**config.mk**
```make
export PLATFORM = sky130hd
export DESIGN_NAME = sw_req_initiator
export DESIGN_NICKNAME = d
export VERILOG_FILES = /design/src/rtl/sw_if_pkg.sv /design/src/rtl/sw_rsp_collector.sv /design/src/rtl/sw_req_initiator.sv
export SDC_FILE = /design/constraint.sdc
export NUM_CORES = 1
export LEC_CHECK = 0
export CORE_UTILIZATION = 45
export CTS_CLUSTER_DIAMETER = 40
export DETAILED_ROUTE_END_ITERATION = 6
export DONT_BUFFER_PORTS = 1
export SYNTH_ARGS = -nofsm -noshare
export SYNTH_HDL_FRONTEND = slang
export SYNTH_SLANG_ARGS = --single-unit
```
**constraint.sdc**
```tcl
create_clock -name clk -period 1.9 [get_ports clk]
set_clock_uncertainty 0.2 [all_clocks]
set_input_delay 0.095 -clock clk [delete_from_list [all_inputs] [get_ports clk]]
set_output_delay 0.095 -clock clk [all_outputs]
set_load 0.1 [all_outputs]
```
**src/rtl/sw_if_pkg.sv**
```systemverilog
// Shared definitions for the software request/response interface,
// used by the host-side initiator and the target-side adaptor.
package sw_if_pkg;

    localparam int unsigned DEF_PKT_S       = 32;
    localparam int unsigned DEF_DT_S        = 3;
    localparam int unsigned DEF_KH_S        = 64;
    localparam int unsigned DEF_D_S         = 128;
    localparam int unsigned DEF_RSP_TIMEOUT = 64;

    localparam logic [1:0] FLIT_HDR    = 2'd0;
    localparam logic [1:0] FLIT_TYPE   = 2'd1;
    localparam logic [1:0] FLIT_KEY_HI = 2'd2;
    localparam logic [1:0] FLIT_KEY_LO = 2'd3;

    typedef enum logic [1:0] {
        IDLE     = 2'd0,
        SEND     = 2'd1,
        WAIT_RSP = 2'd2,
        DONE     = 2'd3
    } sw_state_e;

endpackage

```
**src/rtl/sw_rsp_collector.sv**
```systemverilog
// Response side of the initiator: assembles response flits MSB-first and
// tracks the per-request timeout while the top-level FSM is in WAIT_RSP.
module sw_rsp_collector
    import sw_if_pkg::*;
#(
    parameter int unsigned PKT_S       = DEF_PKT_S,
    parameter int unsigned D_S         = DEF_D_S,
    parameter int unsigned RSP_TIMEOUT = DEF_RSP_TIMEOUT
) (
    input  logic             clk,
    input  logic             rst,
    input  logic             clear,
    input  logic             active,
    input  logic             rsp_valid,
    input  logic [PKT_S-1:0] rsp_data,
    output logic [D_S-1:0]   data,
    output logic             last,
    output logic             timed_out
);

    localparam int unsigned NFLIT = D_S / PKT_S;
    localparam int unsigned CNT_W = $clog2(NFLIT + 1);
    localparam int unsigned TMO_W = $clog2(RSP_TIMEOUT + 1);

    localparam logic [CNT_W-1:0] CNT_LAST = CNT_W'(NFLIT - 1);
    localparam logic [TMO_W-1:0] TMO_LAST = TMO_W'(RSP_TIMEOUT - 1);
    localparam logic [TMO_W-1:0] TMO_MAX  = TMO_W'(RSP_TIMEOUT);

    logic [CNT_W-1:0] rsp_cnt;
    logic [TMO_W-1:0] tmo_cnt;
    logic             take;

    assign take      = active & rsp_valid;
    assign last      = take & (rsp_cnt == CNT_LAST);
    // A final flit arriving on the timeout cycle still completes the response.
    assign timed_out = active & (tmo_cnt == TMO_LAST) & ~last;

    always_ff @(posedge clk or negedge rst) begin
        if (!rst) begin
            data    <= '0;
            rsp_cnt <= '0;
            tmo_cnt <= '0;
        end else if (clear) begin
            data    <= '0;
            rsp_cnt <= '0;
            tmo_cnt <= '0;
        end else if (active) begin
            if (tmo_cnt != TMO_MAX) begin
                tmo_cnt <= tmo_cnt + TMO_W'(1);
            end
            if (take) begin
                rsp_cnt <= rsp_cnt + CNT_W'(1);
                // Slot-indexed write: flit k lands in the k-th slot from the top,
                // so a partial (timed-out) response is already MSB-aligned.
                for (int unsigned i = 0; i < NFLIT; i++) begin
                    if (rsp_cnt == CNT_W'(i)) begin
                        data[(NFLIT-1-i)*PKT_S +: PKT_S] <= rsp_data;
                    end
                end
            end
        end
    end

endmodule

```
**src/rtl/sw_req_initiator.sv**
```systemverilog
// Host-side master: serializes one command into the 4-flit request, then
// collects the multi-flit response (or a timeout) and hands it to the consumer.
module sw_req_initiator
    import sw_if_pkg::*;
#(
    parameter int unsigned PKT_S       = DEF_PKT_S,
    parameter int unsigned DT_S        = DEF_DT_S,
    parameter int unsigned KH_S        = DEF_KH_S,
    parameter int unsigned D_S         = DEF_D_S,
    parameter int unsigned RSP_TIMEOUT = DEF_RSP_TIMEOUT
) (
    input  logic             clk,
    input  logic             rst,
    input  logic             cmd_valid,
    output logic             cmd_ready,
    input  logic [DT_S-1:0]  cmd_type,
    input  logic [KH_S-1:0]  cmd_key,
    output logic [PKT_S-1:0] req_data,
    output logic             req_valid,
    input  logic [PKT_S-1:0] rsp_data,
    input  logic             rsp_valid,
    output logic             rd_ready,
    output logic [D_S-1:0]   resp_data,
    output logic             resp_valid,
    input  logic             resp_ready,
    output logic             resp_timeout,
    output logic             busy
);

    if (KH_S != 2 * PKT_S) begin : g_chk_kh
        $error("sw_req_initiator: KH_S must equal 2*PKT_S");
    end
    if (D_S % PKT_S != 0) begin : g_chk_d
        $error("sw_req_initiator: D_S must be a multiple of PKT_S");
    end
    if (DT_S > PKT_S) begin : g_chk_dt
        $error("sw_req_initiator: DT_S must not exceed PKT_S");
    end
    if (RSP_TIMEOUT < 1) begin : g_chk_tmo
        $error("sw_req_initiator: RSP_TIMEOUT must be at least 1");
    end

    sw_state_e       state;
    logic [1:0]      flit_idx;
    logic [DT_S-1:0] type_q;
    logic [KH_S-1:0] key_q;
    logic            accept;
    logic            rsp_last;
    logic            rsp_tmo;

    assign cmd_ready = (state == IDLE);
    assign accept    = cmd_valid & cmd_ready;

    function automatic logic [PKT_S-1:0] flit_sel(
        input logic [1:0]      idx,
        input logic [DT_S-1:0] t,
        input logic [KH_S-1:0] k
    );
        logic [PKT_S-1:0] f;
        f = '0;
        case (idx)
            FLIT_TYPE:   f = PKT_S'(t);
            FLIT_KEY_HI: f = k[KH_S-1:PKT_S];
            FLIT_KEY_LO: f = k[PKT_S-1:0];
            default:     f = '0;
        endcase
        return f;
    endfunction

    sw_rsp_collector #(
        .PKT_S      (PKT_S),
        .D_S        (D_S),
        .RSP_TIMEOUT(RSP_TIMEOUT)
    ) u_collector (
        .clk      (clk),
        .rst      (rst),
        .clear    (accept),
        .active   (state == WAIT_RSP),
        .rsp_valid(rsp_valid),
        .rsp_data (rsp_data),
        .data     (resp_data),
        .last     (rsp_last),
        .timed_out(rsp_tmo)
    );

    always_ff @(posedge clk or negedge rst) begin
        if (!rst) begin
            state        <= IDLE;
            flit_idx     <= '0;
            type_q       <= '0;
            key_q        <= '0;
            req_valid    <= 1'b0;
            req_data     <= '0;
            rd_ready     <= 1'b0;
            resp_valid   <= 1'b0;
            resp_timeout <= 1'b0;
            busy         <= 1'b0;
        end else begin
            case (state)
                IDLE: begin
                    if (accept) begin
                        type_q    <= cmd_type;
                        key_q     <= cmd_key;
                        flit_idx  <= FLIT_HDR;
                        req_valid <= 1'b1;
                        req_data  <= flit_sel(FLIT_HDR, cmd_type, cmd_key);
                        busy      <= 1'b1;
                        state     <= SEND;
                    end
                end
                SEND: begin
                    if (flit_idx == FLIT_KEY_LO) begin
                        req_valid <= 1'b0;
                        req_data  <= '0;
                        rd_ready  <= 1'b1;
                        state     <= WAIT_RSP;
                    end else begin
                        flit_idx <= flit_idx + 2'd1;
                        req_data <= flit_sel(flit_idx + 2'd1, type_q, key_q);
                    end
                end
                WAIT_RSP: begin
                    if (rsp_last || rsp_tmo) begin
                        rd_ready     <= 1'b0;
                        resp_valid   <= 1'b1;
                        resp_timeout <= rsp_tmo;
                        state        <= DONE;
                    end
                end
                DONE: begin
                    if (resp_ready) begin
                        resp_valid   <= 1'b0;
                        resp_timeout <= 1'b0;
                        busy         <= 1'b0;
                        state        <= IDLE;
                    end
                end
                default: state <= IDLE;
            endcase
        end
    end

endmodule

```
# == Yosys cells after proc, flatten, opt, wreduce, memory -nomap -nowiden ==
# Cells that the tools add are included.
# word_totals
inputBits,104
wordCells,107
register_bits,246
out_inout_bits,166
# classes
muxes,37
n_bitwise,6
n_eq_ne,17
reduce_logical,28
addsub,3
# ops
operator,n
2-to-1 mux 128 bit,3
2-to-1 mux 32 bit,6
case mux 32 bit (3 select lines),1
case mux 32 bit (2 select lines),1
AND reduction 3 bit,9
nonzero test 2 bit,11
2-to-1 mux 7 bit,3
2-to-1 mux 2 bit,6
== test 2 bit (second input constant),5
case mux 1 bit (2 select lines),5
2-to-1 mux 3 bit,3
inequality test 2 bit (second input constant),4
case mux 2 bit (4 select lines),1
AND reduction 2 bit,4
adder 7 x 1 -> 7 bit (second input constant),1
== test 7 x 6 -> 1 bit (second input constant),1
2-to-1 mux 1 bit,7
inequality test 7 bit (second input constant),1
== test 3 x 2 -> 1 bit (second input constant),2
bitwise AND 1 bit,5
== test 2 x 1 -> 1 bit (second input constant),2
case mux 2 bit (2 select lines),1
AND reduction 4 bit,1
adder 3 x 1 -> 3 bit (second input constant),1
7 further kinds,7

# == Logic depth before layout (Yosys ltp) ==
# Gate-level depths: netlist of run 1.
# depth
word_depth,8
mapped_depth,8
mapped_depth_nobuf,6

# == Hierarchy ==
# A second synthesis of run 1 with hierarchy kept.
# unflattened
cells_unflattened,970
hier_area_um2,10166.0
# modules_own_cells
module,seq_area_each_um2,cells_each,area_each_um2,n_inst
sw_rsp_collector,3453.3,628,5701.7,1
sw_req_initiator,2702.6,342,4464.3,1

# == Least setup slack after synthesis of run 1 ==
# Ideal clock, no wire load.
# synth_path
path_type,register -> register
startpoint,register state[0]
endpoint,register u_collector.data[100]
arrival_ps,2252
path_buffers,4
slack_ps,-676
path_stages_with_launch,9
synth_period_minus_slack_ps,2576
setup_time_ps,123
required_ps,1577
path_cell_list,dfrtp_1 -> inv_1 -> ha_1 -> and2_1 -> buf_2 -> buf_4 -> buf_2 -> buf_2 -> a21oi_1
# synth_via
elab_chain_len,4
# synth_lines
item,line_no,rtl
from (decl),sw_req_initiator.sv:43,sw_state_e state;
from (signal assigned),sw_req_initiator.sv:88,state <= IDLE;
from (signal assigned),sw_req_initiator.sv:108,state <= SEND;
from (signal assigned),sw_req_initiator.sv:116,state <= WAIT_RSP;
zero test 2 bit (*),sw_req_initiator.sv:51,assign cmd_ready = (state == IDLE);
net cmd_ready,sw_req_initiator.sv:15,"output logic cmd_ready,"
bitwise AND 1 bit (*),sw_req_initiator.sv:52,assign accept = cmd_valid & cmd_ready;
nonzero test 2 bit (no line),-,
AND reduction 3 bit (no line),-,
"to (signal, indexed assignment)",sw_rsp_collector.sv:57,data[(NFLIT-1-i)*PKT_S +: PKT_S] <= rsp_data;
to (decl),sw_rsp_collector.sv:16,"output logic [D_S-1:0] data,"
# The timed path passes the listed nets; every way through them passes the cells marked *.
# A chain may end at the register's enable or synchronous reset.

# == Worst setup path after layout of run 1 ==
# layout_path
startpoint,register u_collector.tmo_cnt[1]
endpoint,register state[1]
# layout_via
elab_chain_len,6
# layout_lines
item,line_no,rtl
from (decl),sw_rsp_collector.sv:30,logic [TMO_W-1:0] tmo_cnt;
from (signal assigned),sw_rsp_collector.sv:49,tmo_cnt <= tmo_cnt + TMO_W'(1);
== test 7 x 6 -> 1 bit,sw_rsp_collector.sv:36,assign timed_out = active & (tmo_cnt == TMO_LAST) & ~last;
bitwise AND 1 bit (2 in series),sw_rsp_collector.sv:36,
logical OR 1 bit,sw_req_initiator.sv:123,if (rsp_last || rsp_tmo) begin
inequality test 2 bit (no line),-,
AND reduction 4 bit (no line),-,
to (signal assigned),sw_req_initiator.sv:127,state <= DONE;
to (signal assigned),sw_req_initiator.sv:135,state <= IDLE;
to (signal assigned),sw_req_initiator.sv:138,default: state <= IDLE;
# No other way between the ends.

==> impl_metrics.sql, run 1 <==
INSERT INTO impl_metrics (metric_group, metric, value, unit) VALUES
('status', 'outcome', 'complete, but fails checks', ''),
('status', 'violations', 'hold timing', ''),
('min_path', 'hold_class', 'primary input to async pin', ''),
('drt', 'detailedRoute.firstPassIterationCount', '4', ''),
('sta', 'grt_setup_unrepaired', 'true', ''),
('setup_path', 'timing.critical_path.arrival', '2.01', 'ns'),
('global_route', 'vias_in_the_first_global_route', '8201', ''),
('global_route', 'grt_first_pass_wirelength', '43200', 'µm'),
('sta', 'fin_worst_hold_slack', '-0.908', 'ns'),
('placement', 'routabilityCongestion', '0.808', ''),
('logic_synthesis', 'synth.avg_cell_area', '10.4', 'µm²'),
('clock_tree', 'ctsRootBufferMaster', 'clkbuf_16', ''),
('drt', 'drc', '0', ''),
('logic_synthesis', 'cell_area_after_technology_mapping', '10000', 'µm²'),
('floorplanning', 'start_util', '0.460', ''),
('global_route', 'grt_util_all_layers', '0.242', ''),
('global_route', 'gr-total-overflow', '0', ''),
('floorplanning', 'floorplan.die.height', '151', 'µm'),
('setup_path', 'crit_path_max_incr_delay', '0.42', 'ns'),
('logic_synthesis', 'syn_inst', '963', ''),
('sta', 'max_slew.worst_pin.slew', '0.597', 'ns'),
('final_layout', 'insertedDiodeCount', '0', ''),
('logic_synthesis', 'synth_compound_area_frac', '0.120', ''),
('clock_tree', 'cts_hold_buffers', '102', ''),
('sta', 'final-max-slew-violation-count', '0', ''),
('setup_path', 'path_cells', 'ha_2 -> or3b_4 -> a21oi_2 -> mux2_1', ''),
('logic_synthesis', 'ys_seq_elements', '246', ''),
('clock_tree', 'clkLatencyLatePin', '0.50', 'ns'),
('logic_synthesis', 'synth-warning-count', '0', ''),
('sta', 'max_freq', '547', 'MHz'),
('clock_tree', 'numCtsBuffers', '36', ''),
('final_layout', 'stdcell_count', '1550', ''),
('logic_synthesis', 'main_combinational_cell_family_by_area_after_synthesis', 'simple AND/OR/NAND/NOR gates', ''),
('final_layout', 'finish.utilization', '0.652', ''),
('logic_synthesis', 'mappedNetlistNets', '1082', ''),
('drt', 'drc_marker_count_from_the_first_detailed_route_iteration', '422', ''),
('floorplanning', 'top_level_ports', '270', ''),
('clock_tree', 'clock_tree_from_tritoncts', 'done', ''),
('logic_synthesis', 'post_synth_mux_area_share', '0.0804', ''),
('global_route', 'antenna_violations_before_repair', '0', ''),
('clock_tree', 'path_clk_slew', '0.05', 'ns'),
('global_route', 'maximum_number_of_pins_on_one_net_before_global_route_repair', '247', ''),
('sta', 'finalHoldViolations', '246', ''),
('sta', 'max-slew-margin-rel', '0.602', ''),
('floorplanning', 'design.die.area', '22900', 'µm²'),
('drt', 'vias_per_cell', '5.29', ''),
('flow_run', 'maxCapViolCount', '0', ''),
('sta', 'fin_tns_setup', '0', 'ns'),
('sta', 'fin_crit_sh', '0.961', ''),
('logic_synthesis', 'yosys.cell_types.count', '38', ''),
('setup_path', 'cp_launch_type', 'flop', ''),
('clock_tree', 'htreeDepth', '2', ''),
('logic_synthesis', 'synth_simple_gate_area_frac', '0.131', ''),
('clock_tree', 'cts.path.max_buffers', '3', ''),
('final_layout', 'drive_above_1_share', '0.295', ''),
('sta', 'report.final.setup_viol', '0', ''),
('final_layout', 'final_nets', '1367', ''),
('logic_synthesis', 'synthXorXnorAreaFrac', '0.00349', ''),
('logic_synthesis', 'arithmetic_cell_share_of_the_synthesized_area_counting_full_adders_half_adders_and_majority_gates', '0.0187', ''),
('drt', 'drt_wl_total', '28000', 'µm'),
('floorplanning', 'placement_rows', '54', ''),
('final_layout', 'area_delta_synth_final', '41.7', '%'),
('clock_tree', 'numClockSinks', '246', ''),
('drt', 'vias', '8194', ''),
('sta', 'tmin_final', '1.83', 'ns'),
('drt', 'final_antenna_net_count', '0', ''),
('setup_path', 'crit_family', 'simple AND/OR/NAND/NOR gates', ''),
('setup_path', 'path_max_fanout', '5', ''),
('placement', 'detailed_placement_wirelength_estimate', '17200', 'µm'),
('logic_synthesis', 'synth_seq_area_share', '0.614', ''),
('placement', 'post-place-cells', '1385', ''),
('setup_path', 'critPathRequiredTime', '2.08', 'ns'),
('setup_path', 'critPathBufInv', '0', ''),
('floorplanning', 'die_x', '151', 'µm'),
('placement', 'io_buffer_count', '0', ''),
('setup_path', 'cp_slowest_cell', 'or3b_4', ''),
('setup_path', 'worst-setup-path-type', 'flop to flop', ''),
('setup_path', 'timing.critical_path.to_type', 'flop', ''),
('floorplanning', 'core-area', '21800', 'µm²'),
('drt', 'wirelength_per_cell', '18.1', 'µm');
sequential cells by signal, indices dropped and copies added, names as in the netlist:
name	flops
type_q	3
req_valid	1
u_collector.data	128
flit_idx	2
u_collector.tmo_cnt	7
resp_timeout	1
busy	1
rd_ready	1
req_data	32
u_collector.rsp_cnt	3
key_q	64
state	2
resp_valid	1
kinds of logic after synthesis:
family / count (synthesis)
AOI/OAI and AO/OA: 215
xor gates and xnor gates: 4
adders and majority gates: 15
buffers and inverters: 76
DFF: 246
muxes: 72
and+or+nand+nor: 335
worst reg2reg max path, delay by kind of cell (launching register included):
family                   cells  cell delay (ns)
flip-flops                   1             0.39
multiplexers                 1             0.33
adder cells (fa/ha/maj)      1             0.21
AND/OR/NAND/NOR              1             0.42
AO/OA/AOI/OAI                1             0.17
cell type report:
cell class	count	area, µm²
clock buffers	47	1040
clock inverters	13	138
fillers	1715	7600
inverters	12	45.0
multi-input cells	641	3670
flip-flops and latches	246	6160
well taps	280	350
repair buffers	311	2820
cell usage in the layout, fill, tap and decap left out, types with 3 or more instances in the layout:
| master | Yosys | final |
|---|---|---|
| nand2_1 | 304 | 304 |
| dfrtp_1 | 246 | 246 |
| buf_4 | 1 | 191 |
| a21oi_1 | 134 | 115 |
| dlygate4sd3_1 | 0 | 102 |
| mux2_2 | 68 | 66 |
| clkbuf_16 | 0 | 40 |
| o21ai_0 | 37 | 36 |
| a22oi_1 | 30 | 30 |
| a21oi_2 | 1 | 20 |
| buf_12 | 0 | 15 |
| nor2_1 | 10 | 10 |
| ha_1 | 15 | 10 |
| inv_1 | 11 | 8 |
| clkbuf_8 | 0 | 6 |
| clkinv_2 | 0 | 6 |
| nand3_1 | 5 | 5 |
| inv_2 | 1 | 4 |
| and2_4 | 0 | 4 |
| nand4_1 | 4 | 4 |
| ha_2 | 0 | 4 |
| mux2i_1 | 3 | 3 |
| a222oi_1 | 3 | 3 |
| o21ai_1 | 3 | 3 |
| clkinvlp_4 | 0 | 3 |
| clkbuf_1 | 21 | 3 |
Yosys cell counts:
cell,instances,area share
a211o_1,1,0.00087
a21oi_1,134,0.067
a21oi_2,1,0.00087
a222oi_1,3,0.0030
a22o_1,1,0.00087
a22oi_1,30,0.022
a311oi_1,1,0.00087
a31o_2,1,0.00087
and2_1,4,0.0025
and3_1,1,0.00062
and3b_1,1,0.00087
buf_1,7,0.0026
buf_2,35,0.017
buf_4,1,0.00075
clkbuf_1,21,0.0079
dfrtp_1,246,0.61
ha_1,15,0.019
inv_1,11,0.0041
inv_2,1,0.00037
mux2_1,1,0.0011
mux2_2,68,0.076
mux2i_1,3,0.0030
nand2_1,304,0.11
nand2b_1,1,0.00062
nand3_1,5,0.0025
nand4_1,4,0.0025
nor2_1,10,0.0037
nor2b_1,1,0.00062
nor4_1,1,0.00062
o211ai_1,1,0.00075
o21ai_0,37,0.018
o21ai_1,3,0.0015
o221ai_2,1,0.0015
o32a_2,1,0.0011
or3_1,2,0.0012
or3b_4,1,0.0011
xnor2_1,2,0.0017
xor2_1,2,0.0017
final timing paths:
kind	slack, ns	start	endpoint	depth (start not counted)
setup / recovery	0.07	u_collector.tmo_cnt[1]	state[1]	4
hold / removal	-0.91	rst	u_collector.data[112]	0
setup reg to reg	0.07	u_collector.tmo_cnt[1]	state[1]	4
hold reg to reg	0.28	req_data[18]	req_data[18]	2
max in group asynchronous	1.89	rst	req_data[6]	0
min in group clk	0.08	cmd_key[39]	key_q[39]	2
metal layers:
layer,global-route usage,up-vias,part of all wire
li1,-,3820,-
met4,0.0820,0,0.023
met5,0,-,0
met1,0.322,4072,0.42
met3,0.0497,50,0.065
met2,0.393,252,0.49
stage by stage:
step           setup slack, ns  cell area, µm²
5_1_grt                -0.0279           14200
4_1_cts                 0.0147           14100
3_3_place_gp            0.0483           11900
2_1_floorplan          -0.0448           10200
3_5_place_dp           -0.0328           11900
6_report                0.0733           14200
repair_timing:
action	CTS	global route
cloned	0	2
setup buffers	0	1
endpoints found under the hold margin	451	246
pin swaps	0	2
setup endpoints to repair	33	149
resized for setup	2	19
Power of run 1 is left out: the tool's default activity adds up to more than one toggle a clock period on the data nets, which glitch-free logic cannot reach.
==> run 2, diff against run 1 <==
--- a/config.mk
+++ b/config.mk
@@ -6,6 +6,7 @@
 export NUM_CORES = 1
 export LEC_CHECK = 0
 export CORE_UTILIZATION = 45
+export CTS_BUF_LIST = sky130_fd_sc_hd__clkbuf_4
 export CTS_CLUSTER_DIAMETER = 40
 export DETAILED_ROUTE_END_ITERATION = 6
 export DONT_BUFFER_PORTS = 1
==> impl_metrics.sql, run 2 (synthesis gave the netlist of run 1 again) <==
INSERT INTO impl_metrics (metric_group, metric, value, unit) VALUES
('drt', 'drt_wl_total', '30500', 'µm'),
('floorplanning', 'floorplan.die.height', '151', 'µm'),
('global_route', 'maximum_number_of_pins_on_one_net_before_global_route_repair', '247', ''),
('setup_path', 'rr_worst_depth', '5', ''),
('sta', 'max_slew.worst_pin.slew', '0.529', 'ns'),
('placement', 'routabilityCongestion', '0.808', ''),
('global_route', 'grt_busiest_layer', 'met2', ''),
('global_route', 'grt_util_met1', '0.326', ''),
('drt', 'detailedRoute.firstPassIterationCount', '5', ''),
('clock_tree', 'htreeDepth', '3', ''),
('final_layout', 'final_nets', '1476', ''),
('final_layout', 'layout_top_registers', 'u_collector.data: 128 flops, key_q: 64 flops, req_data: 32 flops', ''),
('drt', 'wirelength_per_cell', '18.1', 'µm'),
('sta', 'report.final.setup_viol', '0', ''),
('sta', 'max-slew-margin-rel', '0.647', ''),
('clock_tree', 'cts_hold_buffers', '179', ''),
('status', 'outcome', 'complete, but fails checks', ''),
('floorplanning', 'top_level_ports', '270', ''),
('placement', 'detailed_placement_wirelength_estimate', '17200', 'µm'),
('setup_path', 'cp_launch_type', 'flop', ''),
('final_layout', 'largest_register_ffs', '128', ''),
('floorplanning', 'placement_rows', '54', ''),
('clock_tree', 'clkLatencyLatePin', '0.66', 'ns'),
('clock_tree', 'clock_tree_from_tritoncts', 'done', ''),
('final_layout', 'commonest_non_fill_non_tap_cells_in_the_layout', 'nand2_1 (304), dfrtp_1 (245), buf_4 (190), dlygate4sd3_1 (179), a21oi_1 (117)', ''),
('sta', 'final-max-slew-violation-count', '0', ''),
('final_layout', 'stdcell_count', '1682', ''),
('drt', 'final_antenna_net_count', '0', ''),
('global_route', 'gr-total-overflow', '0', ''),
('setup_path', 'timing.critical_path.to_type', 'flop', ''),
('sta', 'finalHoldViolations', '246', ''),
('sta', 'fin_worst_hold_slack', '-1.06', 'ns'),
('global_route', 'grt_util_all_layers', '0.264', ''),
('drt', 'drc', '0', ''),
('global_route', 'm3_gr_usage', '0.0611', ''),
('drt', 'drc_marker_count_from_the_first_detailed_route_iteration', '412', ''),
('floorplanning', 'start_util', '0.460', ''),
('clock_tree', 'numClockSinks', '246', ''),
('floorplanning', 'die_x', '151', 'µm'),
('min_path', 'hold_class', 'primary input to async pin', ''),
('global_route', 'grt_first_pass_wirelength', '46500', 'µm'),
('flow_run', 'maxCapViolCount', '0', ''),
('setup_path', 'path_max_fanout', '22', ''),
('clock_tree', 'cts.path.max_buffers', '3', ''),
('sta', 'fin_crit_sh', '0.975', ''),
('sta', 'fin_tns_setup', '0', 'ns'),
('clock_tree', 'ctsRootBufferMaster', 'clkbuf_4', ''),
('placement', 'post-place-cells', '1385', ''),
('setup_path', 'worst-setup-path-type', 'flop to flop', ''),
('floorplanning', 'core-area', '21800', 'µm²'),
('floorplanning', 'design.die.area', '22900', 'µm²'),
('drt', 'vias', '8711', ''),
('final_layout', 'area_delta_synth_final', '46.5', '%'),
('global_route', 'groute.layer.met2.usage', '0.441', ''),
('sta', 'tmin_final', '1.85', 'ns'),
('clock_tree', 'path_clk_slew', '0.06', 'ns'),
('clock_tree', 'numCtsBuffers', '68', ''),
('placement', 'io_buffer_count', '0', ''),
('final_layout', 'largest-register', 'u_collector.data', ''),
('status', 'violations', 'hold timing', ''),
('setup_path', 'critPathRequiredTime', '2.21', 'ns'),
('setup_path', 'timing.critical_path.arrival', '2.17', 'ns'),
('final_layout', 'drive_above_1_share', '0.298', ''),
('drt', 'vias_per_cell', '5.18', ''),
('final_layout', 'layout_commonest_cell', 'nand2_1', ''),
('sta', 'max_freq', '540', 'MHz'),
('sta', 'grt_setup_unrepaired', 'true', ''),
('global_route', 'antenna_violations_before_repair', '1', ''),
('global_route', 'vias_in_the_first_global_route', '8866', '');
[run 2: routing by layer]
metal	routed length (µm)	vias up	share of wire
met3	1840	74	0.061
met4	818	0	0.027
met1	12400	4271	0.41
met5	0	-	0
met2	15400	295	0.51
li1	-	4071	-
[run 2: path summary, 6_finish.rpt]
check,start,end,slack [ns]
setup / recovery,state[1],key_q[59],0.05
hold / removal,rst,u_collector.data[109],-1.06
setup reg to reg,state[1],key_q[59],0.05
hold reg to reg,req_data[11],req_data[11],0.28
max in group asynchronous,rst,u_collector.data[63],2.07
min in group clk,rsp_data[0],u_collector.data[64],0.03
[run 2: critical path, stage by stage, from the launching register on]
cell	delay, ns
dfrtp_2	0.44
inv_2	0.09
ha_4	0.16
and2_4	0.25
buf_12	0.20
mux2_2	0.35
[run 2: final cells by class]
type	count	area (µm²)
clock buffer	95	713
multi-input combinational	641	3670
inverter	12	45.0
tap	280	350
fill	1675	7120
antenna	2	5.00
sequential	246	6160
clock inverter	18	154
timing repair buffer	388	3610
[run 2: timing repair]
item / 4_1_cts / 5_1_grt
cloned: 0 / 2
buffers inserted: 0 / 1
gates resized for setup: 5 / 19
pin swaps: 0 / 1
setup endpoints to repair: 40 / 153
endpoints found under the hold margin: 492 / 246
[run 2: metrics by stage]
stage	instance area, µm²	util	worst slack (ns)
5_1_grt	14700	0.674	-0.0118
4_1_cts	14600	0.668	0.000256
3_5_place_dp	11900	0.546	-0.0328
2_1_floorplan	10200	-	-0.0448
3_3_place_gp	11900	0.546	0.0483
6_report	14700	0.674	0.0484
Power of run 2 is left out for the same reason.
